### src/rtl/ddr_access_arbiter_pkg.sv
// ddr_access_arbiter_pkg: DDR command codes and arbiter FSM states shared by the arbiter files
package ddr_access_arbiter_pkg;
  localparam logic [3:0] CMD_NOP   = 4'h0;
  localparam logic [3:0] CMD_READ  = 4'h1;
  localparam logic [3:0] CMD_WRITE = 4'h2;
  typedef enum logic [1:0] {S_INIT, S_ARB, S_ISSUE, S_WAIT} state_e;
endpackage

### src/rtl/ddr_access_arbiter_tag_fifo.sv
// ddr_access_arbiter_tag_fifo: synchronous FIFO of requester indices for reads still in flight
module ddr_access_arbiter_tag_fifo #(
  parameter int DEPTH = 4,
  parameter int W = 3
) (
  input  logic         clk,
  input  logic         rst,
  input  logic         push,
  input  logic         pop,
  input  logic [W-1:0] din,
  output logic [W-1:0] dout,
  output logic         full,
  output logic         empty
);
  localparam int AW = $clog2(DEPTH);
  logic [W-1:0] mem_q [DEPTH];
  logic [AW-1:0] wp_q, rp_q;
  logic [AW:0] cnt_q;
  logic do_push, do_pop;
  assign full = cnt_q == (AW+1)'(DEPTH);
  assign empty = cnt_q == '0;
  assign dout = mem_q[rp_q];
  assign do_push = push && !full;
  assign do_pop = pop && !empty;
  always_ff @(posedge clk) begin
    if (rst) begin
      wp_q <= '0;
      rp_q <= '0;
      cnt_q <= '0;
    end else begin
      if (do_push) begin
        mem_q[wp_q] <= din;
        wp_q <= wp_q + 1'b1;
      end
      if (do_pop) rp_q <= rp_q + 1'b1;
      cnt_q <= cnt_q + (AW+1)'(do_push) - (AW+1)'(do_pop);
    end
  end
endmodule

### src/rtl/ddr_access_arbiter.sv
// ddr_access_arbiter: shares the DDR controller command port among requesters and steers read returns
module ddr_access_arbiter
  import ddr_access_arbiter_pkg::*;
#(
  parameter int NREQ = 5,
  parameter int ADDR_W = 25,
  parameter int DATA_W = 128,
  parameter logic [NREQ-1:0] HIPRI_MASK = NREQ'(1),
  parameter int TAG_DEPTH = 4,
  parameter int MAX_WAIT = 64
) (
  input  logic                   clk_133M,
  input  logic                   rst_133M,
  input  logic                   init_done,
  input  logic                   cmd_busy,
  input  logic                   ddr_data_valid,
  input  logic [DATA_W-1:0]      ddr_rd_data,
  input  logic [NREQ-1:0]        req_valid,
  input  logic [NREQ-1:0]        req_is_wr,
  input  logic [NREQ*ADDR_W-1:0] req_addr,
  input  logic [NREQ*DATA_W-1:0] req_wdata,
  output logic [NREQ-1:0]        req_grant,
  output logic [NREQ-1:0]        rd_valid,
  output logic [DATA_W-1:0]      rd_data,
  output logic [3:0]             cmd,
  output logic                   cmd_valid,
  output logic [ADDR_W-1:0]      ddr_address,
  output logic [DATA_W-1:0]      ddr_wr_data,
  output logic                   busy
);
  localparam int TW = $clog2(NREQ);
  localparam int CW = $clog2(MAX_WAIT + 1);
  state_e state_q;
  logic [NREQ-1:0] elig, starved, hp, rr_elig;
  logic [TW-1:0] win, win_q, rr_q, rr_nxt, tag;
  logic [CW-1:0] cnt_q [NREQ];
  logic [1:0] tmo_q;
  logic any, wr_q, seen_q, full, empty, push, pop;
  // Reads are only eligible while a tag slot is free; writes never need one.
  always_comb begin : sel
    int j;
    logic found;
    j = 0;
    found = 1'b0;
    elig = req_valid & (req_is_wr | {NREQ{~full}});
    any = |elig;
    for (int i = 0; i < NREQ; i++) starved[i] = elig[i] && cnt_q[i] == CW'(MAX_WAIT);
    hp = elig & HIPRI_MASK;
    rr_elig = elig & ~HIPRI_MASK;
    win = '0;
    for (int k = 0; k < NREQ; k++) begin
      j = int'(rr_q) + k;
      j = j >= NREQ ? j - NREQ : j;
      if (!found && rr_elig[j]) begin
        win = TW'(j);
        found = 1'b1;
      end
    end
    for (int i = NREQ - 1; i >= 0; i--) if (hp[i]) win = TW'(i);
    for (int i = NREQ - 1; i >= 0; i--) if (starved[i]) win = TW'(i);
    rr_nxt = rr_q;
    for (int k = NREQ - 1; k >= 1; k--) begin
      j = int'(win) + k;
      j = j >= NREQ ? j - NREQ : j;
      if (!HIPRI_MASK[j]) rr_nxt = TW'(j);
    end
  end
  always_ff @(posedge clk_133M)
    for (int i = 0; i < NREQ; i++)
      if (rst_133M || req_grant[i]) cnt_q[i] <= '0;
      else if (req_valid[i] && cnt_q[i] != CW'(MAX_WAIT)) cnt_q[i] <= cnt_q[i] + 1'b1;
  always_ff @(posedge clk_133M) begin
    if (rst_133M) begin
      state_q <= S_INIT;
      rr_q <= TW'(1);
      win_q <= '0;
      wr_q <= 1'b0;
      seen_q <= 1'b0;
      tmo_q <= '0;
      req_grant <= '0;
      cmd <= CMD_NOP;
      cmd_valid <= 1'b0;
      ddr_address <= '0;
      ddr_wr_data <= '0;
      busy <= 1'b0;
    end else begin
      req_grant <= '0;
      cmd_valid <= 1'b0;
      cmd <= CMD_NOP;
      case (state_q)
        S_INIT: state_q <= init_done ? S_ARB : S_INIT;
        S_ARB:
          if (!init_done) state_q <= S_INIT;
          else if (any) begin
            req_grant <= NREQ'(1) << win;
            ddr_address <= req_addr[win*ADDR_W +: ADDR_W];
            ddr_wr_data <= req_wdata[win*DATA_W +: DATA_W];
            wr_q <= req_is_wr[win];
            win_q <= win;
            rr_q <= rr_nxt;
            busy <= 1'b1;
            state_q <= S_ISSUE;
          end
        S_ISSUE:
          if (!cmd_busy) begin
            cmd_valid <= 1'b1;
            cmd <= wr_q ? CMD_WRITE : CMD_READ;
            seen_q <= 1'b0;
            tmo_q <= '0;
            state_q <= S_WAIT;
          end
        S_WAIT: begin
          // A controller that never raises busy must not hang the port.
          seen_q <= seen_q | cmd_busy;
          tmo_q <= tmo_q + 2'(tmo_q != 2'd3);
          if (!cmd_busy && (seen_q || tmo_q == 2'd3)) begin
            busy <= 1'b0;
            state_q <= init_done ? S_ARB : S_INIT;
          end
        end
        default: state_q <= S_INIT;
      endcase
    end
  end
  assign push = state_q == S_ISSUE && !cmd_busy && !wr_q;
  assign pop = ddr_data_valid && !empty;
  ddr_access_arbiter_tag_fifo #(.DEPTH(TAG_DEPTH), .W(TW)) u_tags (
    .clk  (clk_133M),
    .rst  (rst_133M),
    .push (push),
    .pop  (pop),
    .din  (win_q),
    .dout (tag),
    .full (full),
    .empty(empty)
  );
  always_ff @(posedge clk_133M) begin
    rd_valid <= (rst_133M || !pop) ? '0 : NREQ'(1) << tag;
    rd_data <= rst_133M ? '0 : (ddr_data_valid ? ddr_rd_data : rd_data);
  end
endmodule

### config.mk
export PLATFORM = sky130hd
export DESIGN_NAME = ddr_access_arbiter
export DESIGN_NICKNAME = d
export VERILOG_FILES = /design/src/rtl/ddr_access_arbiter_pkg.sv /design/src/rtl/ddr_access_arbiter_tag_fifo.sv /design/src/rtl/ddr_access_arbiter.sv
export SDC_FILE = /design/constraint.sdc
export NUM_CORES = 1
export LEC_CHECK = 0
export ABC_AREA = 1
export CAP_MARGIN = 20
export CORE_AREA = 3 3 474 476
export CTS_CLUSTER_SIZE = 24
export DETAILED_ROUTE_END_ITERATION = 12
export DIE_AREA = 0 0 477 479
export GPL_TIMING_DRIVEN = 0
export SLEW_MARGIN = 20
export SYNTH_ARGS = -nofsm -noshare
export SYNTH_HDL_FRONTEND = slang
export SYNTH_SLANG_ARGS = --single-unit
### constraint.sdc
create_clock -name clk_133M -period 5.2 [get_ports clk_133M]
set_clock_uncertainty 0.1 [all_clocks]
set_input_delay 0.52 -clock clk_133M [delete_from_list [all_inputs] [get_ports clk_133M]]
set_output_delay 0.52 -clock clk_133M [all_outputs]
set_load 0.05 [all_outputs]
==> summary.txt <==
Run status
  – Status: complete, no violations

GRT
  – Vias in the first global route: 28890
  – Remaining global-route overflow: 0
  – First-pass GRT wire length: a little over 300000 um
  – Largest net degree at the start of global routing: 17
  – Initial antenna violation count: between 200 and 300
  – GRT Overall Usage: a little over a fifth

Timing
  – Worst slew pin tran: about 1.1 ns
  – Max Slew Vio Count: 0
  – Final Hold Vio Count: 0
  – Slew headroom: between 20% and 30%
  – Crit path time final: 5.047 ns
  – Final Setup Violations: 0
  – Fmax: roughly 200 MHz
  – Period Utilization, post-route: 97.07%

Pwr
  – Switch Pwr: roughly 10 mW
  – Int Power: ~8.6 mW
  – Final total power: 19.11 mW
  – Pleak: 14.51 nW
  – Sw frac: between 50% and 60%
  – Pwr dens: 487.4 nW/um^2
  – Logic pwr share: just over 60%
  – Clock share of power: between 20% and 30%
  – Max VDD drop: a little over 0.0003 V
  – Seq pwr share: 17.4%

Finish
  – Commonest non-fill, non-tap cell in the layout: clkdlybuf4s50_1
  – Synthesis-to-finish area growth: 88.65%
  – Most frequent cells in the layout: clkdlybuf4s50_1 (1201), nand2_1 (936), nor2_1 (364)
  – Area of the multi-input gates: between 10000 and 15000 sq um
  – Nets: between 5000 and 6000
  – Post-route cell area: 39210 sq um
  – Register area: 7746 sq um
  – Share of post-route cells with drive strength above 1: roughly 7.5%
  – Fill count: between 20000 and 30000

Placement
  – Routability congestion estimate: 1.018
  – DP HPWL: about 220000 um
  – Cell Area, Placed: between 30000 and 40000 sq um
  – PortBufs: about 1200

Critical path
  – CP Max Fanout: 10
  – Slowest stage delay, CP: about 0.73 ns
  – Crit end category: flip-flop
  – Slowest stage cell on the critical path: o21ai_0
  – Setup crit start kind: flip-flop
  – Worst EP required: around 5.6 ns
  – Critical path arrival: around 5.5 ns
  – CP Class: flip-flop to flip-flop
  – Most frequent CP cell: nand3_1

Die
  – Die X: 477 um
  – Core ar.: between 200000 and 250000 sq um
  – Starting Density: under 10%
  – Die Ht: 479 um
  – Row count: approximately 170
  – Die area: 228500 sq um
  – Boundary Pins: between 1000 and 1500

Detailed routing
  – Via/cell ratio: ~4
  – WL per Instance: about 33 um
  – Routed wire length: 252500 um
  – Initial DRC Count: 2913
  – Pre-antenna DRT Iters: 5
  – Via Count: 30080
  – Antenna Nets Post-Route: 0
  – DRC viols: 0

Clock network
  – Clock Latency Late Sink: around 0.69 ns
  – CTS Buffer Depth: 3
  – Number of CTS-inserted buffers: between 50 and 60
  – CTS Sinks: around 360
  – Clock-pin transition on the worst setup and hold timing paths: 0.06 ns
  – CTS tree: done
  – Root Buffer: clkbuf_16
  – # H-tree levels: 2
  – Cts hold-fix bufs: 0

Run
  – Number of max-cap violations: 0

Synth
  – Synthesized cell area: 20780 sq um
  – Mean Syn Cell Area: around 6.6 sq um
  – Syn Inst Count: between 3000 and 4000
  – Seq cells post-synth: 363
  – Synth warn: 0
  – Synth unique cells: 46
  – Sequential share of the synthesized area: a little under two fifths

Worst hold path
  – Hold/Removal Path Class: primary input to flip-flop
-- layout make-up --
class,instances,share of cell area [%]
repair buffers,1231,31.35
diodes,82,0.5234
clock buffers,70,3.830
inverters,131,1.318
well taps,2975,9.494
plain buffers,234,3.150
multi-input cells,2437,29.85
flip-flops and latches,363,19.76
clock inverters,28,0.7245
-- power by group through the flow --
stage	registers, mW	logic, mW	clock network, mW
floorplan	4.10	4.62	0
global placement	3.38	11.3	0
detailed placement	3.38	11.3	0
CTS	3.33	11.5	4.04
global route	3.36	12.5	4.11
finish	3.33	11.9	3.91
-- synthesized netlist by cell type, drive strengths merged --
cell    number  area (sq um)
o21a         1         7.510
o31ai       41         357.8
mux2i        1         10.01
nand3       52         275.3
a32oi        3         26.28
o22ai        1         6.260
o21ai      412          2066
dfxtp      316          6326
xnor2        6         52.55
and2         1         6.260
a31oi      154         963.4
nand4       23         143.9
clkbuf     113         424.2
nor4         3         18.77
nand2      963          3670
a211oi       1         7.510
nand3b       2         15.01
nor3        14         70.07
a21oi      317          1605
fa           1         20.02
nor3b        7         52.55
inv        131         491.7
or2          2         12.51
ha          43         538.0
buf        123         655.6
xor2        14         122.6
a221oi       1         8.760
a21boi       1         7.510
o211ai       1         7.510
edfxtp      47          1411
conb         1         3.750
nor2       370          1399
-- worst max-delay path, delay by kind of cell (launching register included) --
family                   cells  cell delay, ns
AO/OA/AOI/OAI                4            1.15
AND/OR/NAND/NOR             13            1.34
flip-flops                   1            0.40
buffers and inverters        8            1.51
adder cells (fa/ha/maj)      2            0.34
-- timing repair --
| item | CTS | global route |
|---|---|---|
| buffers inserted | 8 | 18 |
| pin swaps | 4 | 17 |
| gates cloned | 0 | 1 |
| endpoints found under the setup margin | 136 | 41 |
| resized for setup | 51 | 67 |
-- per-layer routing --
| metal | up-vias | track usage [%] | wire [um] |
|---|---|---|---|
| met2 | 1871 | 31.47 | 105600 |
| met1 | 14350 | 25.56 | 105500 |
| li1 | 13280 | - | - |
| met4 | 148 | 6.767 | 8915 |
| met3 | 429 | 11.21 | 31560 |
| met5 | - | 0 | 948 |
-- path summary, 6_finish.rpt --
check | startpoint | end | slack (ns) | cells after the start
worst max-delay path | rr_q[1] | ddr_wr_data[77] | 0.15 | 27
worst min-delay path | ddr_rd_data[118] | rd_data[118] | 0.34 | 3
worst min register to register | seen_q | seen_q | 0.36 | 2
worst max register to register | rr_q[1] | ddr_wr_data[77] | 0.15 | 27
-- through the flow --
step	hold slack [ns]	setup slack, ns	utilization (%)	setup TNS, ns	std cells
2_1_floorplan	0.3298	0.8654	-	0	3167
4_1_cts	0.2404	-0.007057	17.42	-0.01061	7451
3_3_place_gp	0.3395	-1.247	16.50	-62.45	7343
5_1_grt	0.2719	-0.02422	17.64	-0.04798	7492
6_report	0.3415	0.1526	17.70	0	7551
3_5_place_dp	0.3453	-1.160	16.52	-36.35	7345
-- flip-flops by register name, summed over array words and instances (netlist names), 5 cells and up, named ones only --
name and flops:
ddr_wr_data 128, rd_data 128, cnt_q 35, ddr_address 25, u_tags.mem_q 12, rd_valid 5
req_grant 5
-- kinds of logic (layout without fill, tap and decap cells) --
group           count (synthesis)  count (layout)  synth area share, %
simple gates                 1437            1437                27.25
other cells                     1              84              0.01804
fa+ha+maj                      44              44                2.685
buf+inv                       367            1694                7.562
flops                         363             363                37.23
xor+xnor                       20              20               0.8429
compound gates                933             933                24.36
mux                             1               1              0.04817
No activity file was read; power rests on OpenSTA's default activity.
